$ cat src/rtl/decode_execute.sv
// RV32I decode + execute stage: combinational decode and ALU, then one register
// stage so every output appears one cycle after its inputs are sampled.
module decode_execute (
    input  logic        clk,
    input  logic        rst,
    input  logic        in_valid,
    input  logic [31:0] instr,
    input  logic [31:0] rs1,
    input  logic [31:0] rs2,
    output logic        out_valid,
    output logic [31:0] alu_result,
    output logic [31:0] imm_ext,
    output logic [3:0]  alu_control,
    output logic        alu_src,
    output logic [1:0]  pc_src,
    output logic [2:0]  result_src,
    output logic [2:0]  instruction_type
);

    typedef enum logic [6:0] {
        OP_LUI    = 7'b0110111,
        OP_AUIPC  = 7'b0010111,
        OP_JAL    = 7'b1101111,
        OP_JALR   = 7'b1100111,
        OP_BRANCH = 7'b1100011,
        OP_LOAD   = 7'b0000011,
        OP_STORE  = 7'b0100011,
        OP_IMM    = 7'b0010011,
        OP_REG    = 7'b0110011
    } opcode_e;

    typedef enum logic [3:0] {
        ALU_ADD = 4'd0,  ALU_SUB = 4'd1,  ALU_SLL = 4'd2,  ALU_SLT = 4'd3,
        ALU_SLTU = 4'd4, ALU_XOR = 4'd5,  ALU_SRL = 4'd6,  ALU_SRA = 4'd7,
        ALU_OR = 4'd8,   ALU_AND = 4'd9,  ALU_EQ = 4'd10,  ALU_NE = 4'd11,
        ALU_GE = 4'd12,  ALU_GEU = 4'd13, ALU_NOP = 4'd14
    } alu_e;

    typedef enum logic [2:0] {
        TYPE_R = 3'd0, TYPE_I = 3'd1, TYPE_S = 3'd2, TYPE_B = 3'd3,
        TYPE_U = 3'd4, TYPE_J = 3'd5, TYPE_INV = 3'd6
    } itype_e;

    logic [6:0]  op;
    logic [2:0]  funct3;
    logic        funct7_5;
    logic [31:0] imm_i, imm_s, imm_b, imm_u, imm_j;

    assign op       = instr[6:0];
    assign funct3   = instr[14:12];
    assign funct7_5 = instr[30];
    assign imm_i    = {{20{instr[31]}}, instr[31:20]};
    assign imm_s    = {{20{instr[31]}}, instr[31:25], instr[11:7]};
    assign imm_b    = {{19{instr[31]}}, instr[31], instr[7], instr[30:25], instr[11:8], 1'b0};
    assign imm_u    = {instr[31:12], 12'b0};
    assign imm_j    = {{11{instr[31]}}, instr[31], instr[19:12], instr[20], instr[30:21], 1'b0};

    function automatic alu_e arith_ctrl(input logic [2:0] f3, input logic f7, input logic is_reg);
        case (f3)
            3'b000:  return (is_reg && f7) ? ALU_SUB : ALU_ADD;
            3'b001:  return ALU_SLL;
            3'b010:  return ALU_SLT;
            3'b011:  return ALU_SLTU;
            3'b100:  return ALU_XOR;
            3'b101:  return f7 ? ALU_SRA : ALU_SRL;
            3'b110:  return ALU_OR;
            default: return ALU_AND;
        endcase
    endfunction

    alu_e        alu_ctrl_d;
    itype_e      itype_d;
    logic [31:0] imm_d;
    logic        alu_src_d;
    logic [1:0]  pc_src_d;
    logic [2:0]  result_src_d;

    always_comb begin
        // NOTE: every signal gets a default before the case so no path can infer a latch.
        alu_ctrl_d   = ALU_ADD;
        itype_d      = TYPE_INV;
        imm_d        = '0;
        alu_src_d    = 1'b0;
        pc_src_d     = 2'd0;
        result_src_d = 3'd0;
        case (opcode_e'(op))
            OP_LUI:    begin itype_d = TYPE_U; imm_d = imm_u; result_src_d = 3'd1; end
            OP_AUIPC:  begin itype_d = TYPE_U; imm_d = imm_u; result_src_d = 3'd2; end
            OP_JAL:    begin itype_d = TYPE_J; imm_d = imm_j; result_src_d = 3'd3; pc_src_d = 2'd1; end
            OP_JALR: begin
                itype_d = TYPE_I; imm_d = imm_i; alu_src_d = 1'b1;
                result_src_d = 3'd3; pc_src_d = 2'd2;
            end
            OP_BRANCH: begin
                itype_d  = TYPE_B;
                imm_d    = imm_b;
                pc_src_d = 2'd3;
                case (funct3)
                    3'b000:  alu_ctrl_d = ALU_EQ;
                    3'b001:  alu_ctrl_d = ALU_NE;
                    3'b100:  alu_ctrl_d = ALU_SLT;
                    3'b101:  alu_ctrl_d = ALU_GE;
                    3'b110:  alu_ctrl_d = ALU_SLTU;
                    3'b111:  alu_ctrl_d = ALU_GEU;
                    default: alu_ctrl_d = ALU_NOP;
                endcase
            end
            OP_LOAD:   begin itype_d = TYPE_I; imm_d = imm_i; alu_src_d = 1'b1; result_src_d = 3'd4; end
            OP_STORE:  begin itype_d = TYPE_S; imm_d = imm_s; alu_src_d = 1'b1; end
            OP_IMM: begin
                itype_d = TYPE_I; imm_d = imm_i; alu_src_d = 1'b1;
                alu_ctrl_d = arith_ctrl(funct3, funct7_5, 1'b0);
            end
            OP_REG:    begin itype_d = TYPE_R; alu_ctrl_d = arith_ctrl(funct3, funct7_5, 1'b1); end
            default:   ;
        endcase
    end

    logic [31:0] op2, alu_d;
    logic [4:0]  shamt;

    assign op2   = alu_src_d ? imm_d : rs2;
    assign shamt = op2[4:0];

    always_comb begin
        alu_d = '0;
        case (alu_ctrl_d)
            ALU_ADD:  alu_d = rs1 + op2;
            ALU_SUB:  alu_d = rs1 - op2;
            ALU_SLL:  alu_d = rs1 << shamt;
            ALU_SLT:  alu_d = {31'd0, $signed(rs1) < $signed(op2)};
            ALU_SLTU: alu_d = {31'd0, rs1 < op2};
            ALU_XOR:  alu_d = rs1 ^ op2;
            ALU_SRL:  alu_d = rs1 >> shamt;
            ALU_SRA:  alu_d = $unsigned($signed(rs1) >>> shamt);
            ALU_OR:   alu_d = rs1 | op2;
            ALU_AND:  alu_d = rs1 & op2;
            ALU_EQ:   alu_d = {31'd0, rs1 == op2};
            ALU_NE:   alu_d = {31'd0, rs1 != op2};
            ALU_GE:   alu_d = {31'd0, $signed(rs1) >= $signed(op2)};
            ALU_GEU:  alu_d = {31'd0, rs1 >= op2};
            default:  alu_d = '0;
        endcase
        // Invalid opcodes decode to ADD but must still present a zero result.
        if (itype_d == TYPE_INV) alu_d = '0;
    end

    always_ff @(posedge clk) begin
        // NOTE: registered state uses non-blocking assignments so all outputs update together.
        if (rst) begin
            out_valid        <= 1'b0;
            alu_result       <= '0;
            imm_ext          <= '0;
            alu_control      <= '0;
            alu_src          <= 1'b0;
            pc_src           <= '0;
            result_src       <= '0;
            instruction_type <= '0;
        end else begin
            out_valid        <= in_valid;
            alu_result       <= alu_d;
            imm_ext          <= imm_d;
            alu_control      <= alu_ctrl_d;
            alu_src          <= alu_src_d;
            pc_src           <= pc_src_d;
            result_src       <= result_src_d;
            instruction_type <= itype_d;
        end
    end

endmodule

$ cat config.mk
export PLATFORM = sky130hd
export DESIGN_NAME = decode_execute
export DESIGN_NICKNAME = d
export VERILOG_FILES = /design/src/rtl/decode_execute.sv
export SDC_FILE = /design/constraint.sdc
export NUM_CORES = 1
export LEC_CHECK = 0
export ABC_CLOCK_PERIOD_IN_PS = 5550
export BUFFER_PORTS_ARGS = -buffer_cell sky130_fd_sc_hd__buf_2
export CELL_PAD_IN_SITES_DETAIL_PLACEMENT = 0
export CELL_PAD_IN_SITES_GLOBAL_PLACEMENT = 1
export CORE_ASPECT_RATIO = 1.25
export CORE_UTILIZATION = 23
export CTS_CLUSTER_DIAMETER = 200
export CTS_CLUSTER_SIZE = 14
export DETAILED_ROUTE_END_ITERATION = 10
export PLACE_DENSITY_LB_ADDON = 0.1
export SLEW_MARGIN = 20
export SYNTH_ARGS = -nofsm -noshare
export SYNTH_HDL_FRONTEND = slang
export SYNTH_SLANG_ARGS = --single-unit
$ cat constraint.sdc
create_clock -name clk -period 5.55 [get_ports clk]
set_input_delay 0.8325 -clock clk [delete_from_list [all_inputs] [get_ports clk]]
set_output_delay 0.8325 -clock clk [all_outputs]
set_load 0.01 [all_outputs]
==> impl_metrics.csv <==
group,metric,value,unit
die,core_area,53610,um^2
logic_synthesis,async_flop_share,0,
finish,post-route-util,0.2896,
sta,fmax,186.1,MHz
clock_tree,cts_hold_buf,0,
logic_synthesis,synth_nets,2041,
setup_path,end_kind,"register",
setup_path,crit_family,"simple AND/OR/NAND/NOR gates",
clock_tree,htree_levels,3,
setup_path,slowest_stage,"nor4_1",
power_and_ir_drop,static-leakage-power,6.797,nW
sta,tightest_slew,1.137,ns
placed_design,place_congestion,0.9458,
logic_synthesis,muxShareOfSynthArea,0.09475,
route,final_antenna_net_count,0,
global_routing,grt_antenna_before_repair,2,
logic_synthesis,synth_flop_cell,"dfxtp_1",
clock_tree,path_clk_slew,0.08,ns
setup_path,crit_fanout,12,
die,die_y,262.1,um
clock_tree,cts_buffer_depth,2,
global_routing,grt_start_max_net_pins,75,
logic_synthesis,yosysWarnings,0,
global_routing,grt_first_pass_wirelength,114.5,mm
placed_design,placed_area,15200,um^2
sta,setup_viol,0,
sta,maxSlewViolCount,0,
route,first_pass_iters,5,
sta,rsz0062_at_grt,"false",
logic_synthesis,synthCells,1840,
setup_path,cp_cell_sequence,"buf_2 -> and3_1 -> o211ai_1 -> buf_4 -> nand2_1 -> nand2_1 -> inv_1 -> ha_1 -> nor4_1 -> buf_4 -> nand2_1 -> o21ai_1 -> o31ai_1 -> buf_4 -> nor3_1 -> nor3_1 -> nor2_1 -> buf_4 -> nor3_1 -> nor4_1 -> a21oi_1",
sta,relSlewSlack,0.2391,
status,status,"completed",
logic_synthesis,synth_edf_count,0,
sta,finalCritPeriodShare,0.9684,
route,wl,80.97,mm
setup_path,crit_path_frequent_cell,"buf_4",
die,ios,177,
route,routedWlPerCell,28.88,um
die,row_count,95,
die,die_w,210.1,um
finish,syn_to_final_growth,24.66,%
route,drt-vias-per-instance,5.725,
logic_synthesis,yosysSeqAreaShare,0.1254,
global_routing,first_global_vias,15530,
power_and_ir_drop,peakVddDrop,119.4,uV
logic_synthesis,ys_seq_elements,78,
die,dieArea,55080,um^2
clock_tree,cts_tree,"built",
hold_path,hold_class,"in -> reg",
logic_synthesis,synth_top_cell_area_share,0.1254,
power_and_ir_drop,power.total,2.693,mW
setup_path,worstSetupStartpointType,"input port",
setup_path,worst_path_largest_cell_delay,0.53,ns
logic_synthesis,netlist_top_cells_count,"nand2_1, a21oi_1, nor2_1",
logic_synthesis,synth_cell_types,90,
placed_design,dp.final_hpwl,63.66,mm
setup_path,crit_arrival,5.62,ns
logic_synthesis,synth-xor-area-share,0.005627,
clock_tree,cts_inserted_buffers,9,
die,initial_utilization,0.2323,
logic_synthesis,synth.avg_cell_area,6.767,um^2
clock_tree,numClockSinks,78,
sta,layout_min_cycle_time,5.375,ns
clock_tree,cts_root_buffer,"clkbuf_16",
placed_design,port_buffers,176,
power_and_ir_drop,power_density,173.5,nW/um^2
finish,finalInstanceArea,15520,um^2
sta,hold_viol,0,
setup_path,crit_type,"in -> reg",
logic_synthesis,synth-compound-area-share,0.3563,
logic_synthesis,yosysMostFrequentCell,"nand2_1",
job,max-cap-violations,0,
logic_synthesis,synth_top_cell_by_area,"dfxtp_1",
global_routing,grt_usage,0.2897,
route,drc,0,
route,drt_iter0_drc,1439,
setup_path,crit_buf_inv,6,
logic_synthesis,netlist_area,12450,um^2
logic_synthesis,synthAdderAreaFrac,0.1037,
finish,drive_gt1_frac,0.2053,
logic_synthesis,synth_area_leaders,"dfxtp_1, ha_1, mux2i_1",
logic_synthesis,synthSimpleGateAreaFrac,0.2321,
route,vias,16050,
finish,fin_nets,2272,
logic_synthesis,synth_top_family_by_area,"compound AO/OA/AOI/OAI gates",
sta,hold_slack,0.6479,ns
global_routing,grt_overflow_total,0,
setup_path,required,5.80,ns
[per-stage QoR]
stage / cells / TNS [ns] / setup slack, ns
2_1_floorplan: 1840 / 0 / 0.1467
3_3_place_gp: 2787 / -0.1114 / -0.08551
3_5_place_dp: 2787 / -0.1988 / -0.1124
4_1_cts: 2802 / 0 / 0.2934
5_1_grt: 2802 / 0 / 0.001449
6_report: 2804 / 0 / 0.1753
[cell families after synthesis]
kind of cell	count (synthesis)
compound gates	669
xor+xnor	8
fa+ha+maj	102
buf+inv	249
flops	78
mux	116
simple gates	618
[placed cells by master, fill, tap and decap left out, types with 9 or more instances in the layout]
cell	instances
o221ai_1	11
o211ai_1	78
and2_1	16
inv_1	92
a21oi_1	165
o21ai_0	120
nor2b_1	14
o21a_1	20
a221oi_1	11
a22oi_1	15
a31oi_1	40
or3_1	16
mux2i_1	112
a32oi_1	12
nand4_1	12
or2_2	9
a311oi_1	11
nand2_1	201
nor3_1	61
a21o_1	9
ha_1	100
dfxtp_1	78
nor2_1	163
buf_4	190
a211oi_1	37
o311ai_0	11
nand3_1	50
nor4_1	17
o22ai_1	28
nand2b_1	16
o31ai_1	11
buf_2	176
clkbuf_16	9
o21bai_1	9
o21ai_1	9
[metal layers]
metal	global-route usage	up-vias	routed length (um)
met3	0.03776	163	5133
met1	0.3534	7810	33090
li1	-	7304	-
met5	0	-	9
met2	0.4909	774	38400
met4	0.1634	2	4347
[timing repair]
item / in CTS / in global routing
gates resized for setup: 0 / 1
setup buffers: 0 / 0
setup endpoints to repair: 0 / 1
[path summary, 6_finish.rpt]
kind,start,cells after the start,slack [ns],to
hold / removal,in_valid,2,0.65,out_valid
setup / recovery,instr[2],21,0.18,alu_result[24]
[registers in the layout (all words and copies together), names as in the netlist]
| name | cells |
|---|---|
| pc_src | 2 |
| alu_control | 4 |
| instruction_type | 3 |
| imm_ext | 32 |
| result_src | 3 |
| out_valid | 1 |
| alu_result | 32 |
| alu_src | 1 |
[power breakdown]
group          total (mW)  internal (mW)  switching (mW)
Sequential          0.572          0.569         0.00257
Clock               0.708          0.392           0.316
Combinational        1.41          0.503           0.910
[cell type report]
type                       instances  area (um^2)
antenna                            2        5.005
timing repair buffer             373         2447
sequential                        78         1562
fill                            6063        38090
tap                              727        909.6
clock buffer                       9        225.2
clock inverter                     6        87.58
multi-input combinational       1513         9923
inverter                          96        362.8
Note: power is estimated with default switching activity, not from simulation.
